File: src/rtl/gpr_write_arbiter_if.sv
// Bundle of request handshakes and register-file write/merge signals for
// gpr_write_arbiter. The slave modport is the arbiter; the master modport is
// the environment (requesting units plus the register file).
interface gpr_write_arbiter_if #(
  parameter int REQUESTERS = 3
);
  logic [REQUESTERS-1:0]    req_valid;
  logic [REQUESTERS-1:0]    req_ready;
  logic [3*REQUESTERS-1:0]  req_index;
  logic [2*REQUESTERS-1:0]  req_size;
  logic [32*REQUESTERS-1:0] req_data;
  logic [2:0]               rf_read_index;
  logic [31:0]              rf_read_data;
  logic                     rf_write_enable;
  logic [2:0]               rf_write_index;
  logic [31:0]              rf_write_data;
  logic                     size_error;
  logic                     busy;

  modport master (
    output req_valid, req_index, req_size, req_data, rf_read_data,
    input  req_ready, rf_read_index, rf_write_enable, rf_write_index,
           rf_write_data, size_error, busy
  );

  modport slave (
    input  req_valid, req_index, req_size, req_data, rf_read_data,
    output req_ready, rf_read_index, rf_write_enable, rf_write_index,
           rf_write_data, size_error, busy
  );
endinterface

File: src/rtl/gpr_write_arbiter.sv
// Round-robin write-port arbiter and sub-register merge for the 8-entry GPR
// file. Three stages: arbitration (A, combinational), merge (M), write (W).
// Optional build macro GPR_ARB_BYPASS_EN: forward W's data into the M merge
// on a same-register hazard instead of stalling M for one cycle.
module gpr_write_arbiter #(
  parameter int REQUESTERS = 3
) (
  input  logic              clock,
  input  logic              reset,
  gpr_write_arbiter_if.slave bus
);

  localparam logic [1:0] SIZE_8   = 2'b00;
  localparam logic [1:0] SIZE_16  = 2'b01;
  localparam logic [1:0] SIZE_32  = 2'b10;
  localparam logic [2:0] LAST_RST = 3'(REQUESTERS - 1);

  // Architectural state
  logic [2:0]  last_q, last_d;
  logic        m_valid_q, m_valid_d;
  logic [2:0]  m_index_q, m_index_d;
  logic [1:0]  m_size_q, m_size_d;
  logic [31:0] m_data_q, m_data_d;
  logic        w_valid_q, w_valid_d;
  logic [2:0]  w_index_q, w_index_d;
  logic [31:0] w_data_q, w_data_d;
  logic        size_error_q, size_error_d;

  // Combinational helpers
  logic                  grant_found_s;
  logic [2:0]            grant_idx_s;
  logic [2:0]            sel_index_s;
  logic [1:0]            sel_size_s;
  logic [31:0]           sel_data_s;
  logic [2:0]            m_phys_s;
  logic                  same_reg_s;
  logic                  m_stall_s;
  logic                  m_advance_s;
  logic                  accept_s;
  logic [31:0]           old_s;
  logic [31:0]           merged_s;
  logic [REQUESTERS-1:0] ready_s;

  // Round-robin search: first valid source starting after the last winner.
  always_comb begin
    logic [7:0] valid8_v;
    logic [3:0] cand_v;
    logic       hit_v;
    valid8_v      = 8'(bus.req_valid);
    grant_found_s = 1'b0;
    grant_idx_s   = 3'd0;
    for (int k = 1; k <= REQUESTERS; k++) begin
      cand_v = {1'b0, last_q} + 4'(k);
      cand_v = (cand_v >= 4'(REQUESTERS)) ? (cand_v - 4'(REQUESTERS)) : cand_v;
      hit_v  = ~grant_found_s & valid8_v[cand_v[2:0]];
      grant_idx_s   = hit_v ? cand_v[2:0] : grant_idx_s;
      grant_found_s = grant_found_s | hit_v;
    end
  end

  // Select the granted source's payload.
  always_comb begin
    sel_index_s = 3'd0;
    sel_size_s  = 2'b00;
    sel_data_s  = 32'd0;
    for (int s = 0; s < REQUESTERS; s++) begin
      sel_index_s = (3'(s) == grant_idx_s) ? bus.req_index[3*s +: 3]  : sel_index_s;
      sel_size_s  = (3'(s) == grant_idx_s) ? bus.req_size[2*s +: 2]   : sel_size_s;
      sel_data_s  = (3'(s) == grant_idx_s) ? bus.req_data[32*s +: 32] : sel_data_s;
    end
  end

  // M-stage physical index, hazard detection and sub-register merge.
  always_comb begin
    m_phys_s   = ((m_size_q == SIZE_8) && m_index_q[2]) ? {1'b0, m_index_q[1:0]} : m_index_q;
    same_reg_s = m_valid_q & w_valid_q & (w_index_q == m_phys_s);
`ifdef GPR_ARB_BYPASS_EN
    old_s      = same_reg_s ? w_data_q : bus.rf_read_data;
    m_stall_s  = 1'b0;
`else
    old_s      = bus.rf_read_data;
    m_stall_s  = same_reg_s;
`endif
    m_advance_s = m_valid_q & ~m_stall_s;
    case (m_size_q)
      SIZE_32: merged_s = m_data_q;
      SIZE_16: merged_s = {old_s[31:16], m_data_q[15:0]};
      SIZE_8:  merged_s = m_index_q[2] ? {old_s[31:16], m_data_q[7:0], old_s[7:0]}
                                       : {old_s[31:8], m_data_q[7:0]};
      default: merged_s = old_s;
    endcase
  end

  // Grant only while out of reset and M can take a new request.
  always_comb begin
    accept_s = reset & grant_found_s & (~m_valid_q | m_advance_s);
    for (int s = 0; s < REQUESTERS; s++) begin
      ready_s[s] = accept_s & (grant_idx_s == 3'(s));
    end
  end

  // Next-state for pointer and pipeline stages; reserved size never loads W.
  always_comb begin
    last_d = accept_s ? grant_idx_s : last_q;
    if (accept_s) begin
      m_valid_d = 1'b1;
      m_index_d = sel_index_s;
      m_size_d  = sel_size_s;
      m_data_d  = sel_data_s;
    end else begin
      m_valid_d = m_valid_q & m_stall_s;
      m_index_d = m_index_q;
      m_size_d  = m_size_q;
      m_data_d  = m_data_q;
    end
    w_valid_d    = m_advance_s & (m_size_q != 2'b11);
    w_index_d    = w_valid_d ? m_phys_s : w_index_q;
    w_data_d     = w_valid_d ? merged_s : w_data_q;
    size_error_d = m_advance_s & (m_size_q == 2'b11);
  end

  // State registers; reset discards any in-flight request.
  always_ff @(posedge clock or negedge reset) begin
    if (!reset) begin
      last_q       <= LAST_RST;
      m_valid_q    <= 1'b0;
      m_index_q    <= 3'd0;
      m_size_q     <= 2'b00;
      m_data_q     <= 32'd0;
      w_valid_q    <= 1'b0;
      w_index_q    <= 3'd0;
      w_data_q     <= 32'd0;
      size_error_q <= 1'b0;
    end else begin
      last_q       <= last_d;
      m_valid_q    <= m_valid_d;
      m_index_q    <= m_index_d;
      m_size_q     <= m_size_d;
      m_data_q     <= m_data_d;
      w_valid_q    <= w_valid_d;
      w_index_q    <= w_index_d;
      w_data_q     <= w_data_d;
      size_error_q <= size_error_d;
    end
  end

  assign bus.req_ready       = ready_s;
  assign bus.rf_read_index   = m_valid_q ? m_phys_s : 3'd0;
  assign bus.rf_write_enable = w_valid_q;
  assign bus.rf_write_index  = w_index_q;
  assign bus.rf_write_data   = w_data_q;
  assign bus.size_error      = size_error_q;
  assign bus.busy            = m_valid_q | w_valid_q;

endmodule

File: src/flat_wrapper.sv
// flat-port wrapper written by rule: the top's interface ports become plain ports
module gpr_write_arbiter_flat 
#(
  parameter int REQUESTERS = 3
)
  (clock, reset, bus_req_valid, bus_req_index, bus_req_size, bus_req_data, bus_rf_read_data, bus_req_ready, bus_rf_read_index, bus_rf_write_enable, bus_rf_write_index, bus_rf_write_data, bus_size_error, bus_busy);
  gpr_write_arbiter_if #(.REQUESTERS(REQUESTERS)) bus_i ();
  input  logic clock;
  input  logic reset;
  input wire logic [$bits(bus_i.req_valid)-1:0] bus_req_valid;
  input wire logic [$bits(bus_i.req_index)-1:0] bus_req_index;
  input wire logic [$bits(bus_i.req_size)-1:0] bus_req_size;
  input wire logic [$bits(bus_i.req_data)-1:0] bus_req_data;
  input wire logic [$bits(bus_i.rf_read_data)-1:0] bus_rf_read_data;
  output wire logic [$bits(bus_i.req_ready)-1:0] bus_req_ready;
  output wire logic [$bits(bus_i.rf_read_index)-1:0] bus_rf_read_index;
  output wire logic [$bits(bus_i.rf_write_enable)-1:0] bus_rf_write_enable;
  output wire logic [$bits(bus_i.rf_write_index)-1:0] bus_rf_write_index;
  output wire logic [$bits(bus_i.rf_write_data)-1:0] bus_rf_write_data;
  output wire logic [$bits(bus_i.size_error)-1:0] bus_size_error;
  output wire logic [$bits(bus_i.busy)-1:0] bus_busy;
  assign bus_i.req_valid = bus_req_valid;
  assign bus_i.req_index = bus_req_index;
  assign bus_i.req_size = bus_req_size;
  assign bus_i.req_data = bus_req_data;
  assign bus_i.rf_read_data = bus_rf_read_data;
  assign bus_req_ready = bus_i.req_ready;
  assign bus_rf_read_index = bus_i.rf_read_index;
  assign bus_rf_write_enable = bus_i.rf_write_enable;
  assign bus_rf_write_index = bus_i.rf_write_index;
  assign bus_rf_write_data = bus_i.rf_write_data;
  assign bus_size_error = bus_i.size_error;
  assign bus_busy = bus_i.busy;
  gpr_write_arbiter #(.REQUESTERS(REQUESTERS)) u_core (.clock(clock), .reset(reset), .bus(bus_i));
endmodule
File: config.mk
export PLATFORM = sky130hd
export DESIGN_NAME = gpr_write_arbiter_flat
export DESIGN_NICKNAME = d
export VERILOG_FILES = /design/src/rtl/gpr_write_arbiter_if.sv /design/src/rtl/gpr_write_arbiter.sv /design/src/flat_wrapper.sv
export SDC_FILE = /design/constraint.sdc
export NUM_CORES = 1
export LEC_CHECK = 0
export CAP_MARGIN = 20
export CORE_UTILIZATION = 45
export DETAILED_ROUTE_END_ITERATION = 16
export GPL_TIMING_DRIVEN = 0
export PLACE_DENSITY = 0.85
export SLEW_MARGIN = 20
export SYNTH_ARGS = -nofsm -noshare
export SYNTH_HDL_FRONTEND = slang
export SYNTH_SLANG_ARGS = --single-unit
File: constraint.sdc
create_clock -name clock -period 4.91 [get_ports clock]
set_input_delay 0.982 -clock clock [delete_from_list [all_inputs] [get_ports clock]]
set_output_delay 0.982 -clock clock [all_outputs]
set_load 0.02 [all_outputs]
### Word-level counts from Yosys, hierarchy flattened

Cells that the tools add are included.

* output and inout bits: 44
* flip-flop bits (word level): 78

* eq/ne operators: 9
* muxes and demuxes: 26
* $add $sub $neg: 6
* bitwise logic cells: 21
* $lt $le $gt $ge: 6
* reductions and logical operators: 3

Operators with widths (count)
* two-way mux 32 bit: 3
* one-hot mux 32 bit (3 select lines): 1
* two-way mux 3 bit: 11
* two-way mux 16 bit: 1
* AND 1 bit: 13
* greater-or-equal comparator 4 x 2 -> 1 bit, second input constant: 3
* < comparator 3 x 4 -> 1 bit, second input constant: 3
* binary-select mux 1 bit (select 3 bit): 3
* subtractor 3 x 2 -> 3 bit, second input constant: 3
* adder 3 x 2 -> 4 bit, second input constant: 2
* two-way mux 2 bit: 3
* adder 3 x 1 -> 4 bit, second input constant: 1
* == test 2 bit, second input constant: 2
* two-way mux 1 bit: 4
* NOT 1 bit: 4
* OR 1 bit: 4
* == test 1 x 3 -> 1 bit, first input constant: 1
* == test 2 x 3 -> 1 bit, first input constant: 1
* == test 3 x 1 -> 1 bit, second input constant: 1
* == test 3 x 2 -> 1 bit, second input constant: 1
* == test 3 bit: 1
* zero test 3 bit: 1
* == test 2 x 1 -> 1 bit, second input constant: 1
* zero test 2 bit: 1
* 2 further kinds: 2

### Depth between registers and ports, before layout

Gate-level depths: netlist (run 1).

* depth in word-level cells: 15
* depth in mapped cells: 14
* mapped depth without buffers: 9

### Worst setup path after synthesis (run 1)

OpenSTA, ideal clock, no wires.

* path kind: flip-flop to output port
* start point: register u_core.last_q[0]
* end point: output bus_req_ready[2]
* setup slack: 0.934 ns
* buffers on the path: 5
* required time: 3.928 ns
* arrival time: 2.994 ns
* cell stages (with the launch flop): 13
* cell sequence: dfrtp_1 > buf_2 > buf_2 > inv_1 > ha_1 > buf_2 > a221oi_1 > a211oi_1 > or3_1 > o311a_1 > buf_2 > buf_2 > nor2_1

* word-level cells in the longest chain between the ends: 14

RTL lines
* from (decl): RTL line gpr_write_arbiter.sv:19 `logic [2:0] last_q, last_d;`
* from (signal assigned): RTL line gpr_write_arbiter.sv:135 `last_q <= last_d;`
* adder 3 x 1 -> 4 bit: RTL line gpr_write_arbiter.sv:53 `cand_v = {1'b0, last_q} + 4'(k);`
* greater-or-equal comparator 4 x 2 -> 1 bit or subtractor 3 x 2 -> 3 bit (tied branches): RTL line gpr_write_arbiter.sv:54 `cand_v = (cand_v >= 4'(REQUESTERS)) ? (cand_v - 4'(REQUESTERS)) : cand_v;`
* two-way mux 3 bit: RTL line gpr_write_arbiter.sv:54
* binary-select mux 1 bit (select 3 bit): RTL line gpr_write_arbiter.sv:55 `hit_v = ~grant_found_s & valid8_v[cand_v[2:0]];`
* two-way mux 1 bit (not written as such): RTL line gpr_write_arbiter.sv:55
* NOT 1 bit: RTL line gpr_write_arbiter.sv:55
* AND 1 bit: RTL line gpr_write_arbiter.sv:55
* OR 1 bit: RTL line gpr_write_arbiter.sv:57 `grant_found_s = grant_found_s | hit_v;`
* NOT 1 bit: RTL line gpr_write_arbiter.sv:55
* AND 1 bit: RTL line gpr_write_arbiter.sv:55
* OR 1 bit: RTL line gpr_write_arbiter.sv:57
* AND 1 bit (2 in a row): RTL line gpr_write_arbiter.sv:96 `accept_s = reset & grant_found_s & (~m_valid_q | m_advance_s);`
* AND 1 bit (*): RTL line gpr_write_arbiter.sv:98 `ready_s[s] = accept_s & (grant_idx_s == 3'(s));`
* to (decl): RTL line flat_wrapper.sv:15 `output wire logic [$bits(bus_i.req_ready)-1:0] bus_req_ready;`

Mark *: on every way between the ends. The rest lies on a longest branch, timed or not. The select of a mux whose other input is x is not followed.

### Worst setup path after layout (run 1)

* start point: register u_core.last_q[0]
* end point: output bus_req_ready[1]

Same word-level chain as after synthesis.

==> results.md, run 1 <==
- Run status: finished, final reports clean
- Max-Cap Viols: 0
- Diode count: 0
- Clock Latency Late Sink: 0.35 ns
- Switching power: between 2 and 2.5 mW
- DP Cell Count: 831
- Nets: 860
- Post-Layout Cell Count: 850
- Mapped Area: 5010 sq um
- Hold_ws: 0.485 ns
- Critical path class: register to output port
- DRC: 0
- Initial antenna violation count: 0
- Highest Clock Rate: 211 MHz
- Worst endpoint required time: 3.93 ns
- Global route overflow: 0
- Slew @ Worst Pin: around 0.84 ns
- Gate power share: about 68%
- Average cell area after synthesis: 10.0 sq um
- Final setup TNS: 0 ns
- Clock Skew: approximately 0.016 ns
- Hold Path Class: register to register
- Final hold violation count: 0
- P&R area growth vs syn: 46.5%
- Ratio of cells with drive above 1 in the final layout: a little over an eighth
- Warnings from Yosys: 0
- Yosys cell types: 48
- WL final: 16000 microns
- Data arrival, critical path: 3.76 ns
- Core box area: approximately 11000 sq um
- Commonest non-fill, non-tap cell in the layout: clkdlybuf4s50_1
- Cell-internal power: 2.93 mW
- Die area: 11600 sq um
- Slew HR: 44.1%
- Clock Path Buffers: 2
- Sequential area share after synthesis: 39.0%
- Number of vias per cell: 5.61
- CP startpoint kind: register
- First-pass GRT wire length: 25000 microns
- Synth Instances: between 400 and 500
- IO Pins: ~190
- RSZ-0062 raised after global routing: false
- Crit end category: output port
- EDFF count, synth: 0
- Initial Util: 46.2%
- CP Max Fanout: 10
- Post-Place Cell Area: ~7100 sq um
- Power Density: 732 nW/um^2
- Commonest cells after routing, fill and taps aside: 187 x clkdlybuf4s50_1, 77 x dfrtp_1, 47 x mux2_2
- CTS Sinks: 78
- TritonCTS clock tree: done
- Die H: between 100 and 150 microns
- Synth Flop Type: dfrtp_1
- Largest net degree at the start of global routing: 53
- Syn nets: 654
- Detailed Routing Iterations Pass 1: 4
- # H-tree levels: 3
- First DRT Iteration DRCs: approximately 250
- DR vias: 4769
- Vias in the first global route: approximately 5k
- Buffers added on ports: 191
- Fin. max-slew vios: 0
- Fin area: approximately 7300 sq um
- Setup violators final: 0
- Sequential power share: 22.6%
- # rows: 38
- Wire length per cell: about 19 microns
- CTS clock-pin slew for the worst setup and hold paths: 0.08 ns
- Tot Pwr: 5.38 mW
- Num CTS Buffers: 9
- Worst vdd ir: 438 uV
- DP Wirelength: 12300 microns
- Final worst-path cycle share: 96.5%
- Total GRT Usage: 28.3%
- Switching part of the total: between 40% and 50%
- Die width: roughly 110 microns
- Synth async-reset ratio: 100%
- Tmin final: 4.74 ns
- Clk network pwr share: roughly 9.0%
- Yosys reg bits: 78
- Leakage Power: approximately 3.1 nW
- Antenna Nets Post-Route: 0
- CTS root buffer: clkbuf_8
- Placer Congestion: 0.917
==> synthesized netlist by cell type, drive strengths merged, types with 4 or more instances <==
cell,number,area share [%]
o31ai,10,1.5
a211o,39,6.8
dfrtp,77,38
o22ai,8,1.0
mux2i,29,5.8
a21oi,13,1.3
buf,16,1.7
nor2,8,0.60
nand3,5,0.50
nand2,37,2.8
inv,6,0.45
xor2,4,0.70
nor3b,37,5.5
and2,42,5.2
nand2b,16,2.0
clkbuf,23,1.7
mux2,55,13
ha,7,1.7
o21ai,31,3.2
==> power by group through the flow <==
stage / Clock [mW] / Sequential, mW / Combinational (mW)
finish: 0.481 / 1.21 / 3.68
global route: 0.514 / 1.24 / 3.98
CTS: 0.481 / 1.21 / 3.69
detailed placement: 0 / 1.22 / 3.65
global placement: 0 / 1.20 / 3.53
floorplan: 0 / 1.31 / 2.33
==> critical path: stages, from the launching register on <==
cell and delay (ns):
dfrtp_1 0.35, buf_2 0.20, clkbuf_4 0.23, inv_1 0.12
ha_1 0.35, clkbuf_4 0.21, a221oi_1 0.28, a211oi_1 0.13
nor4_1 0.31, a221o_1 0.29, buf_6 0.18, buf_6 0.18
nor2b_1 0.20, dlygate4sd2_1 0.36
==> metrics by stage <==
stage	setup slack [ns]	util, %
after global routing	0.00564	67.7
after global placement	-2.63	65.5
after detailed placement	-0.212	65.7
after floorplan	0.934	-
final	0.171	67.7
after CTS	0.0981	67.8
==> cells by family (layout without fill, tap and decap cells) <==
family / count (synthesis) / in the layout / synth area share (%)
flops: 78 / 78 / 39.0
fa+ha+maj: 7 / 7 / 1.75
xor+xnor: 6 / 6 / 1.05
mux: 84 / 84 / 18.7
simple gates: 161 / 161 / 18.7
compound gates: 118 / 118 / 16.8
buf+inv: 45 / 256 / 3.92
==> final timing paths <==
check	start	endpoint	slack [ns]	depth (start not counted)
worst max-delay path	u_core.last_q[0]	bus_req_ready[1]	0.17	13
worst min-delay path	u_core.bus.rf_write_data[29]	u_core.bus.rf_write_data[29]	0.49	2
worst max register to register	u_core.last_q[0]	u_core.m_data_q[15]	1.18	14
worst min register to register	u_core.bus.rf_write_data[29]	u_core.bus.rf_write_data[29]	0.49	2
max in group asynchronous	reset	u_core.bus.rf_write_index[2]	3.76	2
min in group asynchronous	reset	u_core.m_data_q[20]	0.55	1
==> timing repair <==
| item | CTS | global route |
|---|---|---|
| buffers inserted | 3 | 0 |
| resized for setup | 5 | 7 |
| pin swaps | 1 | 0 |
| hold buffers | 0 | 0 |
| endpoints found under the setup margin | 3 | 3 |
==> state kept, by name, summed over array words and instances, names as in the netlist <==
signal                      count
u_core.bus.rf_write_data       32
u_core.m_data_q                32
u_core.bus.rf_write_index       3
u_core.last_q                   3
u_core.m_index_q                3
u_core.m_size_q                 2
u_core.bus.rf_write_enable      1
u_core.bus.size_error           1
u_core.m_valid_q                1
==> per-layer routing <==
metal,vias up,GRT usage [%],routed length (microns)
met1,2259,32.8,6320
met2,244,50.2,7910
met4,0,12.9,560
li1,2213,-,-
met3,53,5.51,1180
met5,-,0,0
==> cell type report <==
type	instances	area (sq um)
fill	900	3500
multi-input combinational	376	2880
sequential	78	1950
timing repair buffer	195	1950
buffer	39	179
tap	140	175
clock buffer	11	131
clock inverter	5	58.8
inverter	6	22.5
No activity file was read; power rests on OpenSTA's default activity.
==> run 2: changes to the inputs <==
--- a/config.mk
+++ b/config.mk
@@ -9,6 +9,7 @@
 export CORE_UTILIZATION = 45
 export DETAILED_ROUTE_END_ITERATION = 16
 export GPL_TIMING_DRIVEN = 0
+export MAX_ROUTING_LAYER = met4
 export PLACE_DENSITY = 0.85
 export SLEW_MARGIN = 20
 export SYNTH_ARGS = -nofsm -noshare
==> constraint.sdc (replaced) <==
create_clock -name clock -period 5 [get_ports clock]
set_input_delay 1 -clock clock [delete_from_list [all_inputs] [get_ports clock]]
set_output_delay 1 -clock clock [all_outputs]
set_load 0.02 [all_outputs]
==> run 2 against run 1 <==
Net effect:
- non-clock buffer count rose by 1
- sequential power barely moved
- clock power rose by 11%
- global-route usage rose by 0.46 points
- die area did not move
- wire length rose by 1.3%
- critical endpoint is now bus_req_ready[2]
- total power rose by 0.22%
- register-to-register slack barely moved
- combinational power barely moved
- worst hold slack improved by 0.0061 ns
==> results.md, run 2 (synthesized netlist as in run 1, its figures left out) <==
- DP Wirelength: 12400 microns
- P&R area growth vs syn: 47.4%
- Initial Util: 46.2%
- Die width: ~110 microns
- Total GRT Usage: 28.8%
- Post-Layout Cell Count: 851
- Final worst-path cycle share: 96.4%
- Clock Skew: 0.0123 ns
- Critical path class: register to output port
- Detailed Routing Iterations Pass 1: 5
- First DRT Iteration DRCs: between 200 and 300
- Worst vdd ir: 371 uV
- CP startpoint kind: register
- CTS Sinks: 78
- Fillers: 889
- WL final: 16200 microns
- Diode count: 0
- Commonest cells after routing, fill and taps aside: 187 x clkdlybuf4s50_1, 77 x dfrtp_1, 47 x mux2_2
- DP Cell Count: 831
- Reg2reg start: u_core.last_q[0]
- Max-Cap Viols: 0
- Tmin final: roughly 4.8 ns
- Highest Clock Rate: 207 MHz
- Slew @ Worst Pin: 0.837 ns
- TritonCTS clock tree: done
- Die area: 11600 sq um
- # rows: 38
- Crit end category: output port
- Leakage Power: 3.18 nW
- Number of vias per cell: 5.63
- DR vias: roughly 4.8k
- Global route overflow: 0
- Final hold violation count: 0
- IO Pins: 192
- RSZ-0062 raised after global routing: false
- Die H: approximately 110 microns
- Hold Path Class: register to register
- First-pass GRT wire length: around 25000 microns
- Clock Path Buffers: 2
- Worst endpoint required time: 4.00 ns
- CP Max Fanout: 10
- CTS hold repair buffers: 0
- Slew HR: between 40% and 50%
- Largest net degree at the start of global routing: 54
- Nets: between 800 and 900
- Ratio of cells with drive above 1 in the final layout: 13.6%
- Data arrival, critical path: roughly 3.8 ns
- Core box area: 10800 sq um
- Pre-CTS setup slack: -0.217 ns
- # H-tree levels: 3
- CP startpoint: u_core.last_q[0]
- Power Density: 729 nW/um^2
- Wire length per cell: 19.0 microns
- Initial antenna violation count: 0
- CTS root buffer: clkbuf_8
- Clock Latency Late Sink: 0.35 ns
- Run status: finished, final reports clean
- Hold Crit Start: u_core.bus.rf_write_data[28]
- Vias in the first global route: approximately 5k
- Placer Congestion: 0.919
- Fin. max-slew vios: 0
- Buffers added on ports: 191
- DRC: 0
- Setup violators final: 0
- Num CTS Buffers: 9
- Multi-input gate area: 2870 sq um
- Antenna Nets Post-Route: 0
- CTS clock-pin slew for the worst setup and hold paths: 0.08 ns
- Seq. cell area: 1950 sq um
- Final WS setup: 0.178 ns
- Commonest non-fill, non-tap cell in the layout: clkdlybuf4s50_1
## run 2: worst max-delay path: stages, from the launching register on
cell	delay, ns
dfrtp_1	0.39
buf_2	0.22
clkbuf_4	0.24
inv_1	0.12
ha_1	0.35
buf_2	0.22
a221oi_1	0.29
a211oi_1	0.13
or3_1	0.42
o311a_1	0.35
buf_2	0.21
buf_2	0.22
nor2_1	0.12
clkbuf_2	0.18
## run 2: worst paths after layout
check	end	slack [ns]	depth (start not counted)
max	bus_req_ready[2]	0.18	13
min reg2reg	u_core.bus.rf_write_data[28]	0.49	2
min	u_core.bus.rf_write_data[28]	0.49	2
max reg2reg	u_core.m_data_q[22]	1.17	13
max in group asynchronous	u_core.last_q[1]	3.80	2
min in group asynchronous	u_core.m_data_q[20]	0.56	1
## run 2: cell type report
cell class / count / area share (%)
multi-input cells: 376 / 38.9
clock inverters: 6 / 1.27
repair buffers: 197 / 26.7
well taps: 140 / 2.37
inverters: 6 / 0.305
clock buffers: 10 / 1.73
plain buffers: 38 / 2.34
flip-flops and latches: 78 / 26.4
## run 2: timing repair
action,in CTS,in global routing
cloned,0,0
setup endpoints to repair,3,3
setup buffers,4,1
gates resized for setup,2,6
pin swaps,1,1
## run 2: per-stage QoR
step | hold slack (ns) | setup TNS, ns | util [%] | cell area [sq um] | total power, mW
floorplan | 0.519 | 0 | - | 5010 | 3.58
global placement | 0.463 | -59.19 | 65.5 | 7100 | 4.69
detailed placement | 0.471 | -0.473 | 65.7 | 7120 | 4.80
CTS | 0.491 | -0.173 | 68.0 | 7370 | 5.37
global route | 0.511 | 0 | 68.2 | 7390 | 5.72
finish | 0.491 | 0 | 68.2 | 7390 | 5.39
## run 2: power breakdown
part,switching [mW],leakage (nW),internal (mW),total [mW]
combinational,1.95,2.11,1.70,3.65
clock,0.250,0.107,0.285,0.535
sequential,0.237,0.961,0.962,1.20
total,2.44,3.18,2.95,5.39
## run 2: layer usage
| metal | GRT usage, % | vias to the layer above | share of wire, % |
|---|---|---|---|
| met3 | 3.63 | 33 | 6.2 |
| met4 | 9.30 | 0 | 2.0 |
| met1 | 34.3 | 2308 | 41 |
| li1 | - | 2219 | - |
| met2 | 50.4 | 230 | 50 |
| met5 | - | - | 0 |
